[config.mk]
export PLATFORM = sky130hd
export DESIGN_NAME = dac_axis_out_buffer
export DESIGN_NICKNAME = d
export VERILOG_FILES = /design/src/rtl/dac_axis_out_buffer.sv
export SDC_FILE = /design/constraint.sdc
export NUM_CORES = 2
export LEC_CHECK = 0
export CAP_MARGIN = 10
export CORE_ASPECT_RATIO = 0.9
export CORE_UTILIZATION = 40
export CTS_CLUSTER_DIAMETER = 50
export CTS_CLUSTER_SIZE = 14
export DETAILED_ROUTE_END_ITERATION = 8
export PLACE_DENSITY = 0.67
export REMOVE_ABC_BUFFERS = 1
export SKIP_LAST_GASP = 1
export SLEW_MARGIN = 40
export SYNTH_ARGS = -nofsm -noshare
export SYNTH_HDL_FRONTEND = slang
export SYNTH_SLANG_ARGS = --single-unit
export TNS_END_PERCENT = 100
[constraint.sdc]
create_clock -name clk -period 33.4 [get_ports clk]
set_input_delay 8.35 -clock clk [delete_from_list [all_inputs] [get_ports clk]]
set_output_delay 8.35 -clock clk [all_outputs]
set_load 0.005 [all_outputs]
[src/rtl/dac_axis_out_buffer.sv]
// Purpose: elastic FIFO stage from DDS to RFDC DAC AXI4-Stream. Prefills before streaming and inserts filler beats on starvation.
// Latency: the first beat is presented one cycle after occupancy reaches PREFILL; after that, one beat per advance.
// Backpressure: m00_axis_tready stalls the registered output. s_axis_tready = !full. Beats offered while full are dropped and counted.
//
// Ports:
//   clk, reset          single clock, synchronous active-high reset
//   enable              1 = stream, 0 = stop and flush (counters kept)
//   underrun_mode       filler select: 0 = zero beat, 1 = repeat last popped beat
//   clear_counters      pulse, zeroes underrun_count and overflow_count
//   s_axis_*            sample beats from the DDS
//   m00_axis_*          registered beats to the RFDC
//   level               FIFO occupancy 0..DEPTH
//   state               0 IDLE, 1 PREFILL, 2 RUN, 3 UNDERRUN
//   underrun_count      filler beats emitted (saturating)
//   overflow_count      input beats dropped while full (saturating)
module dac_axis_out_buffer #(
    parameter int AXIS_DATA_WIDTH = 256,
    parameter int DEPTH           = 16,
    parameter int ADDR_WIDTH      = 4,
    parameter int PREFILL         = 4
) (
    input  logic                       clk,
    input  logic                       reset,
    input  logic                       enable,
    input  logic                       underrun_mode,
    input  logic                       clear_counters,
    input  logic [AXIS_DATA_WIDTH-1:0] s_axis_tdata,
    input  logic                       s_axis_tvalid,
    output logic                       s_axis_tready,
    output logic [AXIS_DATA_WIDTH-1:0] m00_axis_tdata,
    output logic                       m00_axis_tvalid,
    input  logic                       m00_axis_tready,
    output logic [ADDR_WIDTH:0]        level,
    output logic [1:0]                 state,
    output logic [31:0]                underrun_count,
    output logic [31:0]                overflow_count
);

    typedef enum logic [1:0] {
        S_IDLE     = 2'd0,
        S_PREFILL  = 2'd1,
        S_RUN      = 2'd2,
        S_UNDERRUN = 2'd3
    } state_t;

    localparam logic [ADDR_WIDTH:0] DEPTH_L   = (ADDR_WIDTH + 1)'(DEPTH);
    localparam logic [ADDR_WIDTH:0] PREFILL_L = (ADDR_WIDTH + 1)'(PREFILL);
    localparam logic [ADDR_WIDTH:0] PTR_ONE   = (ADDR_WIDTH + 1)'(1);
    localparam logic [31:0]         CNT_MAX   = 32'hFFFF_FFFF;

    state_t state_q, state_d;

    // FIFO storage. Pointers carry one extra bit so that full (DEPTH) and empty (0) are distinguishable.
    logic [AXIS_DATA_WIDTH-1:0] mem [DEPTH];
    logic [ADDR_WIDTH:0]        wr_ptr_q;
    logic [ADDR_WIDTH:0]        rd_ptr_q;
    logic [ADDR_WIDTH:0]        level_w;
    logic                       full;
    logic                       empty;

    logic [AXIS_DATA_WIDTH-1:0] tdata_q;
    logic                       tvalid_q;
    logic [AXIS_DATA_WIDTH-1:0] last_q;

    logic [31:0] underrun_cnt_q;
    logic [31:0] overflow_cnt_q;

    logic advance;
    logic push;
    logic pop;
    logic load_head;
    logic load_fill;
    logic flush;
    logic ur_inc;
    logic ov_inc;

    assign level_w = wr_ptr_q - rd_ptr_q;
    assign full    = (level_w == DEPTH_L);
    assign empty   = (wr_ptr_q == rd_ptr_q);

    // The output register may take a new beat when it is empty or is being consumed this cycle.
    assign advance = !tvalid_q || m00_axis_tready;

    always_comb begin
        state_d   = state_q;
        push      = 1'b0;
        pop       = 1'b0;
        load_head = 1'b0;
        load_fill = 1'b0;
        flush     = 1'b0;
        ur_inc    = 1'b0;
        ov_inc    = 1'b0;

        if (!enable) begin
            // Stopping abandons everything in flight, including a stalled output beat.
            state_d = S_IDLE;
            flush   = 1'b1;
        end else begin
            if (state_q != S_IDLE) begin
                push   = s_axis_tvalid && !full;
                ov_inc = s_axis_tvalid && full;
            end

            case (state_q)
                S_IDLE: begin
                    flush   = 1'b1;
                    state_d = S_PREFILL;
                end
                S_PREFILL: begin
                    // Occupancy is sampled before this edge's push, so the head is always valid here.
                    if (level_w >= PREFILL_L) begin
                        pop       = 1'b1;
                        load_head = 1'b1;
                        state_d   = S_RUN;
                    end
                end
                S_RUN: begin
                    if (advance) begin
                        if (!empty) begin
                            pop       = 1'b1;
                            load_head = 1'b1;
                        end else begin
                            load_fill = 1'b1;
                            ur_inc    = 1'b1;
                            state_d   = S_UNDERRUN;
                        end
                    end
                end
                S_UNDERRUN: begin
                    // The first available beat ends the underrun; no re-prefill is done.
                    if (advance) begin
                        if (!empty) begin
                            pop       = 1'b1;
                            load_head = 1'b1;
                            state_d   = S_RUN;
                        end else begin
                            load_fill = 1'b1;
                            ur_inc    = 1'b1;
                        end
                    end
                end
                default: state_d = S_IDLE;
            endcase
        end
    end

    always_ff @(posedge clk) begin
        if (reset) begin
            state_q  <= S_IDLE;
            wr_ptr_q <= '0;
            rd_ptr_q <= '0;
            tdata_q  <= '0;
            tvalid_q <= 1'b0;
            last_q   <= '0;
        end else begin
            state_q <= state_d;
            if (flush) begin
                wr_ptr_q <= '0;
                rd_ptr_q <= '0;
                tdata_q  <= '0;
                tvalid_q <= 1'b0;
                last_q   <= '0;
            end else begin
                if (push) begin
                    wr_ptr_q <= wr_ptr_q + PTR_ONE;
                end
                if (pop) begin
                    rd_ptr_q <= rd_ptr_q + PTR_ONE;
                end
                if (load_head) begin
                    tdata_q  <= mem[rd_ptr_q[ADDR_WIDTH-1:0]];
                    last_q   <= mem[rd_ptr_q[ADDR_WIDTH-1:0]];
                    tvalid_q <= 1'b1;
                end else if (load_fill) begin
                    // last_q keeps the last real beat, so repeated fillers stay constant.
                    tdata_q  <= underrun_mode ? last_q : '0;
                    tvalid_q <= 1'b1;
                end
            end
        end
    end

    // Sample RAM: no reset needed, because occupancy is tracked only by the pointers.
    always_ff @(posedge clk) begin
        if (push) begin
            mem[wr_ptr_q[ADDR_WIDTH-1:0]] <= s_axis_tdata;
        end
    end

    // Saturating counters. A clear on the same edge as an increment takes priority.
    always_ff @(posedge clk) begin
        if (reset || clear_counters) begin
            underrun_cnt_q <= '0;
            overflow_cnt_q <= '0;
        end else begin
            if (ur_inc && (underrun_cnt_q != CNT_MAX)) begin
                underrun_cnt_q <= underrun_cnt_q + 32'd1;
            end
            if (ov_inc && (overflow_cnt_q != CNT_MAX)) begin
                overflow_cnt_q <= overflow_cnt_q + 32'd1;
            end
        end
    end

    assign s_axis_tready   = !full;
    assign m00_axis_tdata  = tdata_q;
    assign m00_axis_tvalid = tvalid_q;
    assign level           = level_w;
    assign state           = state_q;
    assign underrun_count  = underrun_cnt_q;
    assign overflow_count  = overflow_cnt_q;

endmodule

* Word-level counts from Yosys, hierarchy flattened
Memories as Yosys holds them, arrays and structs flattened. A register that Yosys moved wholly into a read port is not among the register bits.
Index checks and enable logic that the tools add are counted.
** Word-level totals
- Register bits after elaboration :: 589
- RAM bits :: 4096
- Bits of input ports :: 263
- Output and inout bits :: 329
- Logic and storage cells :: 73
- Memories kept :: 1
** Memories
- mem :: depth 16, width 256, rd ports 1, clocked after Yosys merged registers in 1, write ports 1, line 54 : logic [AXIS_DATA_WIDTH-1:0] mem [DEPTH];
** Operators by class
- Add/subtract/negate cells :: 5
- Order comparisons :: 1
- Eq/ne operators :: 12
- Mux-type cells :: 30
- Bitwise logic cells :: 1
- Reductions and logical operators :: 15
** Operator list (count)
- 256-bit two-way mux :: 3
- 32-bit by 1-bit adder with 32-bit output, second input constant :: 2
- 32-bit != test, second input constant :: 2
- 1-bit two-way mux :: 18
- 5-bit by 1-bit adder with 5-bit output, second input constant :: 2
- 2-bit two-way mux :: 5
- 2-bit != test, second input constant :: 5
- 4-bit two-way mux :: 2
- 2-bit one-hot mux with 4 select lines :: 1
- 2-bit OR reduction :: 3
- 5-bit equality test :: 1
- 5-bit equality test, second input constant :: 1
- 5-bit by 3-bit >= comparator with 1-bit output, second input constant :: 1
- 5-bit AND reduction :: 1
- 5-bit subtractor :: 1
- 2-bit equality test, second input constant :: 2
- 1-bit logical AND :: 4
- 2-bit nonzero test :: 2
- 2-bit by 1-bit equality test with 1-bit output, second input constant :: 1
- 1-bit logical NOT :: 2
- 2-bit logical NOT :: 1
- 1-bit logical OR :: 2
- 1-bit one-hot mux with 2 select lines :: 1
- 1-bit inverter :: 1

* Logic depth before layout (Yosys ltp)
- Depth after elaboration :: 8
- Mapped depth :: 12

* Worst setup path after synthesis
Ideal clock, no wire load.
- Path type :: input -> register
- From :: in enable
- To :: mem mem[7][0], enable pin
- Setup time :: 1.240 ns
- Data arrival time :: 27.610 ns
- Data required time :: 32.160 ns
- Setup slack :: 4.550 ns
- Cell stages on the path :: 5
- Cells stage by stage :: o211ai_1 a31oi_1 clkbuf_1 nand2_1 nor3b_1
** On the way
- Word-level cells in the longest chain between the ends :: 3
** Ends and longest elaborated chain
- from (decl) :: line 24 : input logic enable,
- 1-bit two-way mux :: line 94 : if (!enable) begin
- 1-bit two-way mux :: line 185 : if (push) begin
- 1-bit two-way mux (implied by the code) :: line 186 : mem[wr_ptr_q[ADDR_WIDTH-1:0]] <= s_axis_tdata;
- to (decl) :: line 54
Every way passes these cells.

* Worst setup path after layout
- From :: reg wr_ptr_q[0]
- To :: out s_axis_tready
** On the way
- Word-level cells in the longest chain between the ends :: 3
** Ends and longest elaborated chain
- from (decl) :: line 55 : logic [ADDR_WIDTH:0] wr_ptr_q;
- from (signal assigned) :: line 165 : wr_ptr_q <= wr_ptr_q + PTR_ONE;
- 5-bit subtractor :: line 77 : assign level_w = wr_ptr_q - rd_ptr_q;
- 5-bit equality test :: line 78 : assign full = (level_w == DEPTH_L);
- 1-bit logical NOT :: line 205 : assign s_axis_tready = !full;
- to (decl) :: line 29 : output logic s_axis_tready,
Every way passes these cells.

==> flow_summary.toml <==
[critical_path]
endpoint_kind = "output pin"
required_ps = 25050
r2r_slack_ps = 27000
critPathLaunchType = "flip-flop"
r2r_cells = 13
r2r_end = "last_q[244]$_SDFFE_PP0P_"
crit_type = "reg2out"
cp.arrival_ps = 3980
critPathMaxFanout = 6

[power]
intPower_mw = 8.96
p_switching_mw = 2.27
leakage_nw = 61.2
combPwrFrac = 0.012
peakVddDrop_mv = 0.0452
p_total_mw = 11.2
power_frac_clock = 0.420
seqPwrFrac = 0.567
cellPowerDensity_nw_per_um2 = 54.5
p_sw_frac = 0.202

[clock_network]
cts_root_buf = "clkbuf_16"
clockBufferDepth = 4
clkLatencyLatePin_ps = 1040
clock_sinks = 4689
numCtsBuffers = 427
clkTransAtPathRegs_ps = 60
htree_num_levels = 5
cts_tree = "yes"
cts_resized = 0
cts_setup_buffers = 0
ctsHoldBuffers = 0

[hold_path]
hp-class = "reg2reg"
hold_end = "last_q[57]$_SDFFE_PP0P_"
min_from = "last_q[57]$_SDFFE_PP0P_"
holdPathStages = 2

[placed_design]
dpl_cell_area_sq_um = 192000
portBuffers = 591
dp_hpwl_mm = 253
dp_cells = 16200
place_congestion = 0.786
pre_cts_slack_ps = 20220

[global_routing]
grt_pass1_vias = 96800
antenna_found_initial = 72
grt_start_max_net_pins = 141
overflow = 0
grt_pass1_wl_mm = 642
grtUsageTotal = 0.187

[timing]
rsz0062_at_grt = "no"
slew_viol_final = 0
fmax_ghz = 0.0811
period_needed_ps = 12330
hold_violations = 0
setup_slack_ps = 21070
clock_skew_ps = 106
final-setup-viol-count = 0
tightest_slew_ps = 886
finalHoldWorstSlack_ps = 441
relSlewSlack = 0.409
tns_ps = 0
fin_crit_sh = 0.369

[yosys]
synth_seq_area_share = 0.752
yosysWarnings = 0
synth.distinct_cells = 61
synth_cells = 10100
synth-async-reset-ratio = 0
ys_ff_latch = 4689
synth_edf_count = 4096
syn_avg_cell_area_sq_um = 17.7
synthFlopType = "edfxtp_1"
syn_area_sq_um = 179000

[floorplanning]
start_util = 0.403
dieArea_sq_um = 451000
rows = 232
core_area_sq_um = 445000
io_pins = 592
die_w_microns = 708
chipHeight_microns = 637

[route]
drc = 0
firstDrtPassIters = 7
routed_wirelength_mm = 436
vias_per_cell = 5.67
vias = 96400
drt-wirelength-per-cell_microns = 25.7
drtAntennaViolNets = 0
drt_first_iter_violations = 9462

[cells_and_area]
fillCellCount = 36900
final_area_sq_um = 206000
regArea_sq_um = 135000
num-nets-final = 11000
utilization = 0.463
drive_gt1_frac = 0.139
syn2layout_area_growth_pct = 14.8
multi_input_area_sq_um = 41300
finalNonFillerCells = 17000

[run_status]
status = "complete, no violations"

[flow_run]
drv_cap = 0
logic make-up after synthesis:
family | share of synthesized area
and+or+nand+nor | 0.0206
DFF | 0.752
muxes | 0.123
AOI/OAI and AO/OA | 0.0832
adders and majority gates | 0.000879
buffers and inverters | 0.0187
xor gates and xnor gates | 0.00156
routing by layer:
metal	wire length, microns	up-vias	track usage	part of all wire
li1	-	42000	-	-
met5	216	-	0	0.00050
met1	185000	50300	0.259	0.42
met2	211000	3465	0.310	0.48
met4	10300	36	0.0472	0.024
met3	30000	657	0.0299	0.069
placed cells by master, fill, tap and decap left out, types with 12 or more instances in the layout:
master	count
clkbuf_16	436
clkinvlp_4	19
nand4_1	25
nor2_1	117
and4_1	12
nand2_1	435
a21oi_1	418
buf_12	22
mux2i_1	841
xor2_1	19
or3_1	24
a31oi_1	68
o21a_1	190
inv_1	213
or4_1	18
mux4_2	512
buf_4	107
clkbuf_1	114
inv_6	19
mux2_2	189
o21ai_0	466
o31ai_1	15
clkinv_2	26
bufinv_16	14
clkinv_16	12
a22oi_1	511
nand3_1	23
clkdlybuf4s50_1	591
buf_6	60
diode_2	31
dfxtp_1	589
o2bb2ai_1	188
clkinv_1	17
clkinv_4	15
edfxtp_1	4096
a221oi_1	256
a211o_1	67
nand2b_1	71
area by class of cell:
cell class | instances | area share
multi-input combinational | 4592 | 0.201
timing repair buffer | 790 | 0.0394
sequential | 4689 | 0.655
inverter | 211 | 0.00385
clock inverter | 148 | 0.00846
antenna | 31 | 0.000377
clock buffer | 568 | 0.0560
tap | 5967 | 0.0363
synthesized netlist by cell type, drive strengths merged, types with 120 or more instances:
| master | number | area [sq um] |
|---|---|---|
| a221oi | 256 | 2240 |
| a22oi | 511 | 3840 |
| mux2i | 841 | 8420 |
| clkbuf | 449 | 1690 |
| o21ai | 467 | 2340 |
| o21a | 190 | 1430 |
| o2bb2ai | 188 | 1650 |
| a21oi | 419 | 2100 |
| mux2 | 189 | 2130 |
| edfxtp | 4096 | 123000 |
| dfxtp | 593 | 11900 |
| buf | 193 | 880 |
| nand2 | 435 | 1630 |
| inv | 211 | 792 |
| mux4 | 512 | 11500 |
| nor2 | 120 | 450 |
state kept, by name, summed over array words and instances, names as in the netlist, named ones only:
signal	count
underrun_count	32
state	2
overflow_count	32
mem	4096
rd_ptr_q	5
m00_axis_tvalid	1
wr_ptr_q	5
m00_axis_tdata	256
last_q	256
critical path: stages, from the launching register on:
cell and delay, ps:
dfxtp_1 440, inv_1 130, ha_1 230, fa_1 450, nand2b_1 180, a21oi_1 170
xnor2_1 320, inv_1 200, and3_1 230, inv_1 60, clkdlybuf4s50_1 560
power groups by stage:
stage,combinational [mW],clock [mW],sequential [mW]
after floorplan,0.0186,0,6.50
after global placement,0.127,0,6.49
after detailed placement,0.136,0,6.50
after CTS,0.136,4.81,6.37
after global routing,0.146,5.01,6.36
final,0.137,4.72,6.37
how the worst max path moves through the flow:
stage | start | end | cells after the start
3_5_place_dp | enable | mem[10][152]$_DFFE_PP_ | 9
4_1_cts | wr_ptr_q[0]$_SDFFE_PP0P_ | s_axis_tready | 10
6_report | wr_ptr_q[0]$_SDFFE_PP0P_ | s_axis_tready | 10
3_3_place_gp | enable | mem[5][149]$_DFFE_PP_ | 9
5_1_grt | wr_ptr_q[0]$_SDFFE_PP0P_ | s_axis_tready | 10
2_1_floorplan | flip-flop | last_q[101]$_SDFFE_PP0P_ | 6
Power figures use the tool's default switching activity.
